<file path="config.mk">
export PLATFORM = sky130hd
export DESIGN_NAME = m_ack_responder
export DESIGN_NICKNAME = d
export VERILOG_FILES = /design/src/rtl/m_ack_pkg.sv /design/src/rtl/m_ack_arb.sv /design/src/rtl/m_ack_responder.sv
export SDC_FILE = /design/constraint.sdc
export NUM_CORES = 1
export LEC_CHECK = 0
export ABC_AREA = 1
export ABC_CLOCK_PERIOD_IN_PS = 1600
export CORE_UTILIZATION = 45
export DETAILED_ROUTE_END_ITERATION = 12
export PLACE_DENSITY = 0.91
export RECOVER_POWER = 25
export SYNTH_ARGS = -nofsm -noshare
export SYNTH_HDL_FRONTEND = slang
export SYNTH_HIERARCHICAL = 1
export SYNTH_SLANG_ARGS = --single-unit
</file>
<file path="constraint.sdc">
create_clock -name clk -period 1.6 [get_ports clk]
set_input_delay 0.32 -clock clk [delete_from_list [all_inputs] [get_ports clk]]
set_output_delay 0.32 -clock clk [all_outputs]
set_load 0.03 [all_outputs]
</file>
<file path="src/rtl/m_ack_pkg.sv">
// -----------------------------------------------------------------------------
// m_ack_pkg
// Shared definitions for the m_ack_responder slice:
//   - state_e      : responder FSM state encoding
//   - GNT_*        : one-hot grant / acknowledge constants
//   - *_DEF        : default values for the responder parameters
// -----------------------------------------------------------------------------
package m_ack_pkg;

    typedef enum logic [1:0] {
        ST_IDLE     = 2'd0,
        ST_WAIT_REQ = 2'd1,
        ST_DELAY    = 2'd2,
        ST_ACK      = 2'd3
    } state_e;

    localparam logic [1:0] GNT_NONE = 2'b00;
    localparam logic [1:0] GNT0     = 2'b01;
    localparam logic [1:0] GNT1     = 2'b10;

    localparam int ACK_DLY_DEF = 2;
    localparam int TIMEOUT_DEF = 16;
    localparam int DATA_W_DEF  = 32;

endpackage

</file>
<file path="src/rtl/m_ack_arb.sv">
// -----------------------------------------------------------------------------
// m_ack_arb
// Two-requester arbiter producing a one-hot (or empty) grant.
// A lone requester always wins. On a tie the pointer decides: pointer=0 means
// bit 0 was the last winner (or nothing was granted yet), so bit 1 wins;
// pointer=1 means bit 1 won last, so bit 0 wins. Tying pointer to 0 gives
// fixed priority with req[1] over req[0].
// Ports:
//   req     in  [1:0] request lines
//   pointer in        index of the bit that lost priority (last winner)
//   grant   out [1:0] one-hot grant, GNT_NONE when req==0
// -----------------------------------------------------------------------------
module m_ack_arb
    import m_ack_pkg::*;
(
    input  logic [1:0] req,
    input  logic       pointer,
    output logic [1:0] grant
);

    // Combinational grant selection.
    always_comb begin
        grant = GNT_NONE;
        case (req)
            2'b01:   grant = GNT0;
            2'b10:   grant = GNT1;
            2'b11: begin
                if (pointer) begin
                    grant = GNT0;
                end else begin
                    grant = GNT1;
                end
            end
            default: grant = GNT_NONE;
        endcase
    end

endmodule

</file>
<file path="src/rtl/m_ack_responder.sv">
// -----------------------------------------------------------------------------
// m_ack_responder
// Handshake responder: after a go in IDLE it waits for a request, arbitrates
// between the two requesters, captures the payload, and acknowledges the
// winner ACK_DLY cycles after the request was sampled. The ack is held until
// the granted request drops. A request-less wait of TIMEOUT edges aborts with
// a one-cycle err pulse. All outputs are registered.
//
// Build option: define M_ACK_RESPONDER_RR_EN for round-robin arbitration
// (pointer updated on ack completion); otherwise fixed priority req[1]>req[0].
//
// Parameters: ACK_DLY (1..15), TIMEOUT (2..255), DATA_W
// Ports:
//   clk     in               clock, rising edge
//   rst     in               synchronous active-high reset
//   go      in               transaction start (honoured only in IDLE)
//   req     in  [1:0]        independent request lines
//   data    in  [DATA_W-1:0] payload, captured on the grant edge
//   ready   out              1 in IDLE / WAIT_REQ
//   ack     out [1:0]        one-hot acknowledge
//   data_q  out [DATA_W-1:0] payload captured at grant
//   err     out              single-cycle timeout pulse
// -----------------------------------------------------------------------------
module m_ack_responder
    import m_ack_pkg::*;
#(
    parameter int ACK_DLY = ACK_DLY_DEF,
    parameter int TIMEOUT = TIMEOUT_DEF,
    parameter int DATA_W  = DATA_W_DEF
) (
    input  logic              clk,
    input  logic              rst,
    input  logic              go,
    input  logic [1:0]        req,
    input  logic [DATA_W-1:0] data,
    output logic              ready,
    output logic [1:0]        ack,
    output logic [DATA_W-1:0] data_q,
    output logic              err
);

    // Last timer value before abort: the TIMEOUT-th request-less edge.
    localparam logic [7:0] TMO_LAST = 8'(TIMEOUT - 1);
    // DELAY occupies ACK_DLY-1 cycles; the counter runs down to zero.
    localparam logic [3:0] DLY_LOAD = (ACK_DLY > 1) ? 4'(ACK_DLY - 2) : 4'd0;

    state_e            state_q, state_d;
    logic [7:0]        timer_q, timer_d;
    logic [3:0]        dly_q,   dly_d;
    logic [1:0]        gnt_q,   gnt_d;
    logic [1:0]        ack_q,   ack_d;
    logic              ready_q, ready_d;
    logic              err_q,   err_d;
    logic [DATA_W-1:0] data_d;
    logic [1:0]        grant_s;
    logic              arb_ptr_s;

`ifdef M_ACK_RESPONDER_RR_EN
    logic              ptr_q, ptr_d;
    assign arb_ptr_s = ptr_q;
`else
    assign arb_ptr_s = 1'b0;
`endif

    m_ack_arb u_arb (
        .req     (req),
        .pointer (arb_ptr_s),
        .grant   (grant_s)
    );

    // Next-state and next-output logic for the responder FSM.
    always_comb begin
        state_d = state_q;
        timer_d = timer_q;
        dly_d   = dly_q;
        gnt_d   = gnt_q;
        ack_d   = ack_q;
        ready_d = ready_q;
        err_d   = 1'b0;
        data_d  = data_q;
`ifdef M_ACK_RESPONDER_RR_EN
        ptr_d   = ptr_q;
`endif
        case (state_q)
            ST_IDLE: begin
                ack_d   = GNT_NONE;
                ready_d = 1'b1;
                // req is deliberately not looked at here, even alongside go.
                if (go) begin
                    state_d = ST_WAIT_REQ;
                    timer_d = 8'd0;
                end else begin
                    state_d = ST_IDLE;
                end
            end

            ST_WAIT_REQ: begin
                if (req != 2'b00) begin
                    gnt_d   = grant_s;
                    data_d  = data;
                    dly_d   = DLY_LOAD;
                    ready_d = 1'b0;
                    timer_d = 8'd0;
                    if (ACK_DLY == 1) begin
                        state_d = ST_ACK;
                        ack_d   = grant_s;
                    end else begin
                        state_d = ST_DELAY;
                        ack_d   = GNT_NONE;
                    end
                end else if (timer_q >= TMO_LAST) begin
                    err_d   = 1'b1;
                    state_d = ST_IDLE;
                    ready_d = 1'b1;
                    timer_d = 8'd0;
                end else begin
                    ready_d = 1'b1;
                    // Saturate rather than wrap.
                    if (timer_q == 8'hFF) begin
                        timer_d = timer_q;
                    end else begin
                        timer_d = timer_q + 8'd1;
                    end
                end
            end

            ST_DELAY: begin
                ready_d = 1'b0;
                if ((req & gnt_q) == 2'b00) begin
                    // Requester withdrew before ack: silent return.
                    state_d = ST_IDLE;
                    ready_d = 1'b1;
                    ack_d   = GNT_NONE;
                    gnt_d   = GNT_NONE;
                    dly_d   = 4'd0;
                end else if (dly_q == 4'd0) begin
                    state_d = ST_ACK;
                    ack_d   = gnt_q;
                end else begin
                    dly_d   = dly_q - 4'd1;
                end
            end

            ST_ACK: begin
                if ((req & gnt_q) == 2'b00) begin
                    state_d = ST_IDLE;
                    ack_d   = GNT_NONE;
                    ready_d = 1'b1;
                    gnt_d   = GNT_NONE;
`ifdef M_ACK_RESPONDER_RR_EN
                    // Remember the winner so it loses the next tie.
                    ptr_d   = (gnt_q == GNT1);
`endif
                end else begin
                    ack_d   = gnt_q;
                    ready_d = 1'b0;
                end
            end

            default: begin
                state_d = ST_IDLE;
                ack_d   = GNT_NONE;
                ready_d = 1'b1;
                gnt_d   = GNT_NONE;
            end
        endcase
    end

    // State and registered outputs with synchronous reset.
    always_ff @(posedge clk) begin
        if (rst) begin
            state_q <= ST_IDLE;
            timer_q <= 8'd0;
            dly_q   <= 4'd0;
            gnt_q   <= GNT_NONE;
            ack_q   <= GNT_NONE;
            ready_q <= 1'b1;
            err_q   <= 1'b0;
            data_q  <= '0;
`ifdef M_ACK_RESPONDER_RR_EN
            ptr_q   <= 1'b0;
`endif
        end else begin
            state_q <= state_d;
            timer_q <= timer_d;
            dly_q   <= dly_d;
            gnt_q   <= gnt_d;
            ack_q   <= ack_d;
            ready_q <= ready_d;
            err_q   <= err_d;
            data_q  <= data_d;
`ifdef M_ACK_RESPONDER_RR_EN
            ptr_q   <= ptr_d;
`endif
        end
    end

    assign ready = ready_q;
    assign ack   = ack_q;
    assign err   = err_q;

endmodule

</file>
# --- After elaboration in Yosys (flattened, before gate mapping) ---
# Index checks and enable logic that the tools add are counted.
word_totals:
  regBits: 52
  in_bits: 37
  output_inout_bits: 36
  elab_cells: 71
classes:
  n_bitwise: 2
  eq_ne: 14
  magnitude_cmp: 1
  n_reduce_logical: 16
  mux: 28
  addsub: 2
op_table:
  columns: ["cell", "count"]
  rows:
  - ["two-way mux 8 bit", 4]
  - ["two-way mux 2 bit", 10]
  - ["case mux 2 bit (4 select lines)", 2]
  - ["case mux 8 bit (2 select lines)", 1]
  - ["two-way mux 4 bit", 3]
  - ["inequality test 3 bit (second input constant)", 3]
  - ["AND reduction 3 bit", 3]
  - ["adder 8 x 1 -> 8 bit (second input constant)", 1]
  - ["equality test 2 bit (second input constant)", 4]
  - ["equality test 8 bit (second input constant)", 1]
  - [">= comparator 8 x 4 -> 1 bit (second input constant)", 1]
  - ["case mux 2 bit (2 select lines)", 2]
  - ["case mux 4 bit (2 select lines)", 1]
  - ["nonzero test 2 bit", 4]
  - ["inequality test 2 bit (second input constant)", 3]
  - ["AND reduction 2 bit", 3]
  - ["equality test 2 x 1 -> 1 bit (second input constant)", 2]
  - ["logical NOT 2 bit", 2]
  - ["logical NOT 4 bit", 1]
  - ["two-way mux 1 bit", 4]
  - ["inequality test 4 bit (second input constant)", 1]
  - ["OR reduction 2 bit", 2]
  - ["subtractor 4 x 1 -> 4 bit (second input constant)", 1]
  - ["case mux 1 bit (3 select lines)", 1]
  - ["other kinds (3)", 3]

# --- Depth between registers and ports, before layout ---
# Gate-level depths: netlist of the first run.
logic_depth:
  ltp_word: 5
  ltp_mapped: 9
  mapped_depth_nobuf: 9

# --- Modules after synthesis ---
# The synthesis of the first run kept the hierarchy.
by_module_without_submodules:
  columns: ["module", "n_inst", "area_each_um2", "cells_each", "seq_area_each_um2"]
  rows:
  - ["m_ack_responder", 1, 2183.3, 297, 1041.0]
  - ["m_ack_arb", 1, 21.3, 5, 0.0]

# --- Worst setup path after synthesis of the first run ---
# No wires, ideal clock.
synth_timing:
  path_type: "reg-to-reg"
  startpoint: "register state_q[0]"
  endpoint: "register timer_q[3]"
  setup_ns: 0.064
  required_ns: 1.536
  stages_incl_launch_ff: 10
  n_path_buf: 0
  slack_ns: 0.309
  t_arrival_ns: 1.227
  synth_period_minus_slack_ns: 1.291
  path_cell_list: "dfxtp_1 -> inv_1 -> ha_1 -> inv_2 -> nor2_2 -> a21oi_4 -> inv_2 -> nor2_1 -> nor2_1 -> nor2_1"
synth_between:
  elab_chain_cells: 3
  elab_cells_between_ends: 7
  cone_classes: "3 x eq/ne; 1 x mux; 3 x reduce/logical"
synth_rtl:
  columns: ["item", "line", "text"]
  rows:
  - ["start: declaration", "m_ack_responder.sv:47", "state_e state_q, state_d;"]
  - ["start signal: assignment", "m_ack_responder.sv:184", "state_q <= state_d;"]
  - ["equality test 2 x 1 -> 1 bit or logical NOT 2 bit (tied branches)", "m_ack_responder.sv:84", "case (state_q)"]
  - ["inequality test 4 bit (no source line) (tied with other cells)", null, null]
  - ["AND reduction 3 bit (no source line)", null, null]
  - ["end signal: assignment", "m_ack_responder.sv:185", "timer_q <= timer_d;"]
  - ["end: declaration", "m_ack_responder.sv:48", "logic [7:0] timer_q, timer_d;"]
# Several ways; a longest one is shown, not always the timed one.
# A chain may end at the register's enable or synchronous reset.

# --- Worst setup path in the final report of the first run ---
# Same ends and word-level chain as after synthesis.

==> results_dict.tcl, run 1 <==
set metrics [dict create \
    post-place-ws_ps -129 \
    ant_nets 0 \
    io_pins 73 \
    num_vias 2153 \
    drt_wl_total_mm 4.93 \
    ys_warn_count 6 \
    vias_per_cell 4.82 \
    status "complete, no violations" \
    synthAdderAreaFrac_pct 3.97 \
    critical_path_class "flop to flop" \
    critPathTopFamily "flip-flops" \
    yosysUniqueCellTypes 26 \
    ir_drop_v 0.000544 \
    finalMaxSlewViolations 0 \
    post-route-min-period_ps 1490 \
    die_h_um 72.0 \
    gp_congestion 0.876 \
    wire_per_inst_um 11.0 \
    fin_crit_sh_pct 92.9 \
    synth_compound_area_share_pct 12.5 \
    muxShareOfSynthArea_pct 0 \
    n_antenna_cell 0 \
    layout-drive-gt1-share_pct 8.16 \
    cpPeakStageDelay_ps 380 \
    first_iter_violations 166 \
    cpMostUsedCell "nor2_1" \
    avgSynthCellArea_um2 7.30 \
    final_util_pct 65.2 \
    synth_cells 302 \
    crit_end "timer_q[3]" \
    nNetsFinal 423 \
    rows 25 \
    initial_core_util_pct 46.7 \
    die_w_um 72.0 \
    synth_top_area_cell "dfxtp_1" \
    dieArea_um2 5180 \
    grt_max_degree 33 \
    core-area_um2 4720 \
    grtUsageTotal_pct 19.9 \
    synth_top_area_share_pct 47.2 \
    synth_top_family_by_area "simple AND/OR/NAND/NOR gates" \
    areaGrowthSynthToFinish_pct 39.7 \
    clock_latency_ps 300 \
    synth_edf_count 0 \
    dominantRegCellSynth "dfxtp_1" \
    tritoncts "done" \
    endpoint_kind "flop" \
    drv_cap 0 \
    cts_buffer_depth 2 \
    crit_buf_inv 3 \
    drc_errors 0 \
    fin_tns_setup_ps 0 \
    grt_pass1_vias 1919 \
    fin_skew_ps 8.04 \
    hold_ws_ps 449 \
    grt_antenna_before_repair 0 \
    r2r-start "state_q[0]" \
    port_buffers 72 \
    reg2reg_depth 9 \
    timing.fmax_ghz 0.673 \
    r2r-end "timer_q[3]" \
    cts_hold_buf 0 \
    async_flop_share_pct 0 \
    rsz0062_at_grt "false" \
    syn-cell-area_um2 2200 \
    yosys_register_bits 52 \
    hpwl_mm 3.71 \
    powerDensity_nw_per_um2 1110 \
    grt_pass1_wl_mm 8.02 \
    ys_seq_area_share_pct 47.2 \
    grt_overflow 0 \
    cp.required_ps 1850 \
    cp_cell_sequence "inv_1 -> ha_1 -> inv_2 -> nor2_2 -> a21oi_4 -> inv_2 -> nor2_1 -> nor2_1 -> nor2_1" \
    reg2reg_slack_ps 110 \
    drt_first_pass_iters 5 \
    cts_made_buffers 5 \
    path_clk_slew_ps 90 \
    path_max_fanout 8 \
    critPathSlowestCell "dfxtp_1" \
    synth_area_leaders "dfxtp_1 (47%), nor2_1 (17%), o21ai_0 (7.0%)" \
    hold_viol 0 \
    worst_slack_ps 114 \
    synthSimpleGateAreaFrac_pct 29.8 \
    clock-sinks 52 \
    worstPathArrival_ps 1740 \
    placed_area_um2 3040 \
    cts-root-buf "clkbuf_8" \
    synthXorXnorAreaFrac_pct 0.397 \
    synth_most_common_cell "nor2_1" \
    leakagePower_uw 0.00142 \
    hold_path_class "flop to flop" \
    cts_max_level 2 \
    worstSetupStartpointType "flop" \
    cp_num_cells 9 \
    synth_commonest_cells "nor2_1 (99), dfxtp_1 (52), nand2_1 (41)" \
    setup_viol 0 \
    final_cell_area_um2 3080 \
    crit_path_start "state_q[0]" \
]
==> cells in the final DEF, fill, tap and decap left out <==
master,Yosys,layout
dfxtp_1,52,52
a21oi_1,6,6
nor2_2,2,2
buf_12,0,2
dlygate4sd2_1,0,36
ha_1,7,7
nand3_2,1,1
nor2_4,1,1
nand2_1,41,41
xnor2_1,1,1
nand3_1,10,10
a21boi_1,1,1
o21ai_1,9,9
nor2_1,99,99
o211ai_1,1,1
o21ai_0,31,31
nand2_2,5,5
a21oi_4,1,1
inv_2,4,4
clkinv_4,0,1
nand2_4,1,1
a31oi_1,1,1
buf_4,3,6
conb_1,1,2
clkdlybuf4s50_1,0,36
a21oi_2,1,1
clkbuf_1,0,1
nor3_1,1,1
inv_1,14,14
clkbuf_8,0,5
clkinvlp_4,0,1
==> worst register-to-register path: cells and delay by family (launching register included) <==
kind / cells / cell delay, ps
adders and majority gates: 1 / 240
AOI/OAI and AO/OA: 1 / 220
and+or+nand+nor: 4 / 280
buffers and inverters: 3 / 300
DFF: 1 / 380
==> flip-flops by register name, indices dropped and copies added, names as in the netlist <==
register	cells
ready	1
timer_q	8
ack	2
gnt_q	2
err	1
data_q	32
state_q	2
dly_q	4
==> metal layers <==
layer	share of wire, %	GRT usage [%]	wire, um	vias to the layer above
met5	0	0	0	-
met4	2.4	9.59	117	0
met3	6.4	5.56	314	10
met2	48	35.6	2380	67
met1	43	21.6	2120	974
li1	-	-	-	1102
==> repair_timing <==
item / 4_1_cts / 5_1_grt
gates resized for setup: 36 / 0
endpoints found under the setup margin: 36 / 0
buffers inserted: 0 / 0
==> kinds of logic (layout without fill, tap and decap cells) <==
group,count (synthesis),in the layout
AO/OA/AOI/OAI,51,51
XOR/XNOR,1,1
adder cells (fa/ha/maj),7,7
buffers and inverters,29,106
flip-flops,52,52
other,1,2
AND/OR/NAND/NOR,161,161
==> worst min path at each step <==
| stage | from | end | depth (start not counted) |
|---|---|---|---|
| after global placement | timer_q[6] | timer_q[6] | 2 |
| after CTS | timer_q[6] | timer_q[6] | 2 |
| after detailed placement | timer_q[6] | timer_q[6] | 2 |
| after floorplan | timer_q[5] | timer_q[5] | 2 |
| after global routing | timer_q[6] | timer_q[6] | 2 |
| final | timer_q[6] | timer_q[6] | 2 |
==> area by class of cell <==
class | instances | area (um^2)
clock inverter | 2 | 16.3
multi-input combinational | 222 | 1040
timing repair buffer | 80 | 761
fill | 402 | 1640
inverter | 18 | 67.6
tap | 67 | 83.8
clock buffer | 6 | 72.6
sequential | 52 | 1040
==> through the flow <==
| stage | instances | total power [uW] |
|---|---|---|
| after CTS | 447 | 3430 |
| after floorplan | 303 | 2320 |
| after detailed placement | 439 | 2780 |
| after global placement | 439 | 2740 |
| after global routing | 447 | 3620 |
| final | 447 | 3400 |
==> where the power goes <==
part           internal, uW  switching (uW)  total (uW)
Combinational           433             688        1120
Sequential             1450            92.6        1550
Clock                   312             425         737
Note: power is estimated with default switching activity, not from simulation.
==> inputs of run 2 (changes only) <==
--- a/config.mk
+++ b/config.mk
@@ -7,9 +7,11 @@
 export LEC_CHECK = 0
 export ABC_AREA = 1
 export ABC_CLOCK_PERIOD_IN_PS = 1600
-export CORE_UTILIZATION = 45
+export CELL_PAD_IN_SITES_DETAIL_PLACEMENT = 1
+export CELL_PAD_IN_SITES_GLOBAL_PLACEMENT = 2
+export CORE_UTILIZATION = 24
 export DETAILED_ROUTE_END_ITERATION = 12
-export PLACE_DENSITY = 0.91
+export PLACE_DENSITY = 0.9
 export RECOVER_POWER = 25
 export SYNTH_ARGS = -nofsm -noshare
 export SYNTH_HDL_FRONTEND = slang
==> run 2 against run 1 <==
Net effect:
- the run now ends with DRC left
- wire length increased by 24%
- die area increased by 85%
- via count increased by 1.6%
- flip-flop and latch count unchanged
- power increased by 6.2%
- sequential share of layout area decreased by 1.3 points
==> results_dict.tcl, run 2 (synthesis results as in run 1) <==
set metrics [dict create \
    rows 34 \
    leakagePower_uw 0.00147 \
    dieArea_um2 9570 \
    layout_common_cells "nor2_1 (98), dfxtp_1 (52), nand2_1 (42)" \
    grt_pass1_vias 2297 \
    cts_made_buffers 5 \
    final_common_cell "nor2_1" \
    largest_registers "data_q: 32 flops, timer_q: 8 flops, dly_q: 4 flops" \
    first_iter_violations 91 \
    fin_skew_ps 4.34 \
    num_vias 2188 \
    crit_path_start "state_q[1]" \
    grt_pass1_wl_mm 10.6 \
    layout-drive-gt1-share_pct 9.35 \
    setup_viol 0 \
    tritoncts "done" \
    hpwl_mm 4.70 \
    fin_crit_sh_pct 91.0 \
    cts_max_level 2 \
    finalMaxSlewViolations 0 \
    core-area_um2 8810 \
    cp_num_cells 8 \
    die_h_um 97.8 \
    gp_congestion 0.732 \
    critical_path_class "flop to flop" \
    r2r-end "dly_q[3]" \
    critPathTopFamily "simple AND/OR/NAND/NOR gates" \
    grt_max_degree 42 \
    drc_errors 22 \
    cp_cell_sequence "inv_1 -> ha_1 -> nand2_1 -> nand3_1 -> nand2_2 -> nand3_1 -> nand2_1 -> nor2_1" \
    path_max_fanout 6 \
    cts-root-buf "clkbuf_8" \
    clock-sinks 52 \
    worstPathArrival_ps 1650 \
    initial_core_util_pct 25.0 \
    path_clk_slew_ps 90 \
    timing.fmax_ghz 0.687 \
    violations "DRC" \
    status "finished, violations left" \
    areaGrowthSynthToFinish_pct 45.1 \
    port_buffers 72 \
    die_w_um 97.8 \
    reg2reg_slack_ps 140 \
    wire_per_inst_um 12.4 \
    drv_cap 0 \
    drt_first_pass_iters 8 \
    nNetsFinal 428 \
    grt_antenna_before_repair 0 \
    crit_end "dly_q[3]" \
    grt_overflow 0 \
    ant_nets 0 \
    reg2reg_depth 8 \
    powerDensity_nw_per_um2 1130 \
    hold_path_class "flop to flop" \
    rsz0062_at_grt "false" \
    cts_buffer_depth 2 \
    drt_wl_total_mm 6.13 \
    hold_viol 0 \
    vias_per_cell 4.44 \
    critPathSlowestCell "dfxtp_1" \
    worstSetupStartpointType "flop" \
    n_antenna_cell 0 \
    io_pins 73 \
    final_util_pct 36.3 \
    endpoint_kind "flop" \
    grtUsageTotal_pct 13.7 \
    clock_latency_ps 300 \
    hold_ws_ps 442 \
    post-route-min-period_ps 1460 \
    r2r-start "state_q[1]" \
    largest_register_ffs 32 \
    ir_drop_v 0.000404 \
    cp.required_ps 1800 \
    cpPeakStageDelay_ps 370 \
    crit_buf_inv 1 \
    regMostFlops "data_q" \
]
run 2: metal layers:
layer	vias to the layer above	global-route usage, %	wire length (um)
li1	1115	-	-
met1	1015	16.8	2840
met2	54	24.1	2910
met3	4	2.65	321
met4	0	3.85	57
met5	-	0	0
run 2: worst min-delay path by stage:
stage / endpoint / cells past startpoint / slack, ps / startpoint
finish: timer_q[6] / 2 / 440 / timer_q[6]
global route: timer_q[5] / 2 / 470 / timer_q[5]
CTS: timer_q[6] / 2 / 450 / timer_q[6]
detailed placement: timer_q[6] / 2 / 430 / timer_q[6]
global placement: timer_q[5] / 2 / 430 / timer_q[5]
floorplan: timer_q[5] / 2 / 420 / timer_q[5]
run 2: worst register-to-register path, stage by stage, from the launching register on:
cell and delay, ps:
dfxtp_1 370, inv_1 90, ha_1 240, nand2_1 200, nand3_1 120, nand2_2 150, nand3_1 90, nand2_1 70
nor2_1 40
run 2: power by group:
group,total [uW],switching (uW),internal [uW]
combinational,1180,722,460
sequential,1550,92.0,1450
clock,887,422,465
run 2: cell type report:
type	instances	area, um^2
fillers	1091	5610
flip-flops and latches	52	1040
multi-input cells	222	1040
repair buffers	85	811
well taps	108	135
clock buffers	6	72.6
inverters	18	67.6
clock inverters	2	35.0
run 2: what timing repair did:
action                                 CTS  global route
endpoints found under the hold margin    0             0
gates resized for setup                 36             1
setup buffers                            0             2
cloned                                   0             0
setup endpoints to repair               36             2
hold buffers                             0             0
run 2: through the flow:
| step | cells | setup TNS, ps | setup WS (ps) | power, uW | instance area [um^2] |
|---|---|---|---|---|---|
| 2_1_floorplan | 303 | 0 | 309 | 2320 | 2210 |
| 3_3_place_gp | 483 | -381 | -87.0 | 2790 | 3120 |
| 3_5_place_dp | 483 | -2440 | -131 | 2840 | 3120 |
| 4_1_cts | 491 | 0 | 92.9 | 3670 | 3180 |
| 5_1_grt | 493 | 0 | 19.7 | 3870 | 3200 |
| 6_report | 493 | 0 | 145 | 3610 | 3200 |
==> inputs of run 3 (changes only) <==
--- a/config.mk
+++ b/config.mk
@@ -9,6 +9,7 @@
 export ABC_CLOCK_PERIOD_IN_PS = 1600
 export CELL_PAD_IN_SITES_DETAIL_PLACEMENT = 1
 export CELL_PAD_IN_SITES_GLOBAL_PLACEMENT = 2
+export CORE_MARGIN = 4
 export CORE_UTILIZATION = 24
 export DETAILED_ROUTE_END_ITERATION = 12
 export PLACE_DENSITY = 0.9
==> run 3 against run 2 <==
Net effect:
- the flow now finishes without violations
- via count fell by 1.4%
- worst setup slack got worse by 40 ps
- sequential power about the same
- critical path depth up 1
- flip-flop and latch count stayed put
- worst hold slack got worse by 1.5 ps
- critical path type unchanged
==> results_dict.tcl, run 3 (synthesis results as in run 1) <==
set metrics [dict create \
    critical_path_class "flop to flop" \
    worst_slack_ps 105 \
    clock_latency_ps 300 \
    core-area_um2 8850 \
    largest_registers "data_q: 32 flops, timer_q: 8 flops, dly_q: 4 flops" \
    final_cell_area_um2 3220 \
    num_vias 2157 \
    nNetsFinal 427 \
    cpMostUsedCell "nor2_1" \
    drc_errors 0 \
    n_antenna_cell 0 \
    reg2reg_depth 9 \
    fin_crit_sh_pct 93.4 \
    finalMaxSlewViolations 0 \
    cts_buffer_depth 2 \
    timing.fmax_ghz 0.669 \
    critPathTopFamily "flip-flops" \
    setup_viol 0 \
    cts-root-buf "clkbuf_8" \
    intPower_uw 2530 \
    ant_nets 0 \
    fin_tns_setup_ps 0 \
    cp_cell_sequence "inv_1 -> ha_1 -> inv_2 -> nor2_2 -> a21oi_4 -> inv_2 -> nor2_1 -> nor2_1 -> nor2_1" \
    netSwitchingPower_uw 1220 \
    p_seq_share_pct 41.1 \
    dieArea_um2 10800 \
    cts_made_buffers 5 \
    min_path_cells 2 \
    worstPathArrival_ps 1730 \
    fillers 1107 \
    areaGrowthSynthToFinish_pct 46.1 \
    initial_core_util_pct 24.9 \
    post-place-ws_ps -167 \
    hpwl_mm 4.67 \
    vias_per_cell 4.39 \
    hold_path_class "flop to flop" \
    combPwrFrac_pct 31.4 \
    critPathSlowestCell "dfxtp_1" \
    largest_register_ffs 32 \
    cpPeakStageDelay_ps 370 \
    die_w_um 104 \
    grt_max_degree 42 \
    path_clk_slew_ps 90 \
    io_pins 73 \
    worstSetupStartpointType "flop" \
    drt_first_pass_iters 4 \
    path_max_fanout 8 \
    gp_congestion 0.755 \
    status "complete, no violations" \
    grt_pass1_vias 2101 \
    wire_per_inst_um 12.6 \
    placed_area_um2 3110 \
    drt_wl_total_mm 6.17 \
    tritoncts "done" \
    grt_pass1_wl_mm 10.4 \
    drv_cap 0 \
    first_iter_violations 75 \
    grt_overflow 0 \
    cts_max_level 2 \
    crit_buf_inv 3 \
    fin_skew_ps 7.02 \
    rsz0062_at_grt "false" \
    powerDensity_nw_per_um2 1170 \
    leakagePower_uw 0.00147 \
    hold_viol 0 \
    layout_common_cells "nor2_1 (98), dfxtp_1 (51), nand2_1 (41)" \
    post-route-min-period_ps 1500 \
    clock-sinks 52 \
    grtUsageTotal_pct 11.6 \
    endpoint_kind "flop" \
    rows 34 \
    switching_share_pct 32.6 \
    die_h_um 104 \
    port_buffers 72 \
    layout-drive-gt1-share_pct 9.92 \
    ir_drop_v 0.000474 \
    grt_antenna_before_repair 0 \
    cp_num_cells 9 \
    final_common_cell "nor2_1" \
    p_clk_share_pct 27.5 \
    cp.required_ps 1840 \
    regMostFlops "data_q" \
    cts_hold_buf 0 \
]
-- run 3: per-stage QoR --
stage / utilization, % / std cells / power (uW) / hold slack [ps]
2_1_floorplan: - / 303 / 2320 / 417
3_3_place_gp: 35.2 / 482 / 2800 / 427
3_5_place_dp: 35.2 / 482 / 2830 / 428
4_1_cts: 36.1 / 489 / 3810 / 444
5_1_grt: 36.4 / 491 / 4010 / 476
6_report: 36.4 / 491 / 3750 / 440
-- run 3: final cells by class --
cell class	instances	area, um^2	area share [%]
clock buffer	5	68.8	2.14
sequential	52	1040	32.4
tap	108	135	4.20
inverter	18	67.6	2.10
clock inverter	2	60.1	1.86
multi-input combinational	222	1040	32.4
timing repair buffer	84	803	24.9
-- run 3: metal layers --
metal	up-vias	part of all wire, %	GRT usage [%]
met5	-	0	0
met4	0	0.91	2.85
met3	5	6.1	3.54
met2	62	46	18.6
met1	982	47	15.4
li1	1108	-	-
-- run 3: path summary, 6_finish.rpt --
check | from | endpoint | slack (ps)
worst min-delay path | timer_q[6] | timer_q[6] | 440
worst max register to register | state_q[1] | timer_q[3] | 100
worst min register to register | timer_q[6] | timer_q[6] | 440
worst max-delay path | state_q[1] | timer_q[3] | 100
-- run 3: repair_timing --
action / 4_1_cts / 5_1_grt
pin swaps: 0 / 0
resized for setup: 36 / 3
buffers inserted: 0 / 2
endpoints found under the setup margin: 36 / 3
-- run 3: power groups by stage --
stage                     sequential, uW  clock [uW]  combinational, uW
after global routing                1560        1130               1310
after CTS                           1540        1090               1180
after detailed placement            1580           0               1260
after global placement              1570           0               1230
after floorplan                     1790           0                533
final                               1540        1030               1180
-- run 3: worst register-to-register path, delay by kind of cell (launching register included) --
family                     cells  cell delay, ps
and+or+nand+nor                4             310
adders and majority gates      1             220
AOI/OAI and AO/OA              1             230
DFF                            1             370
buffers and inverters          3             310
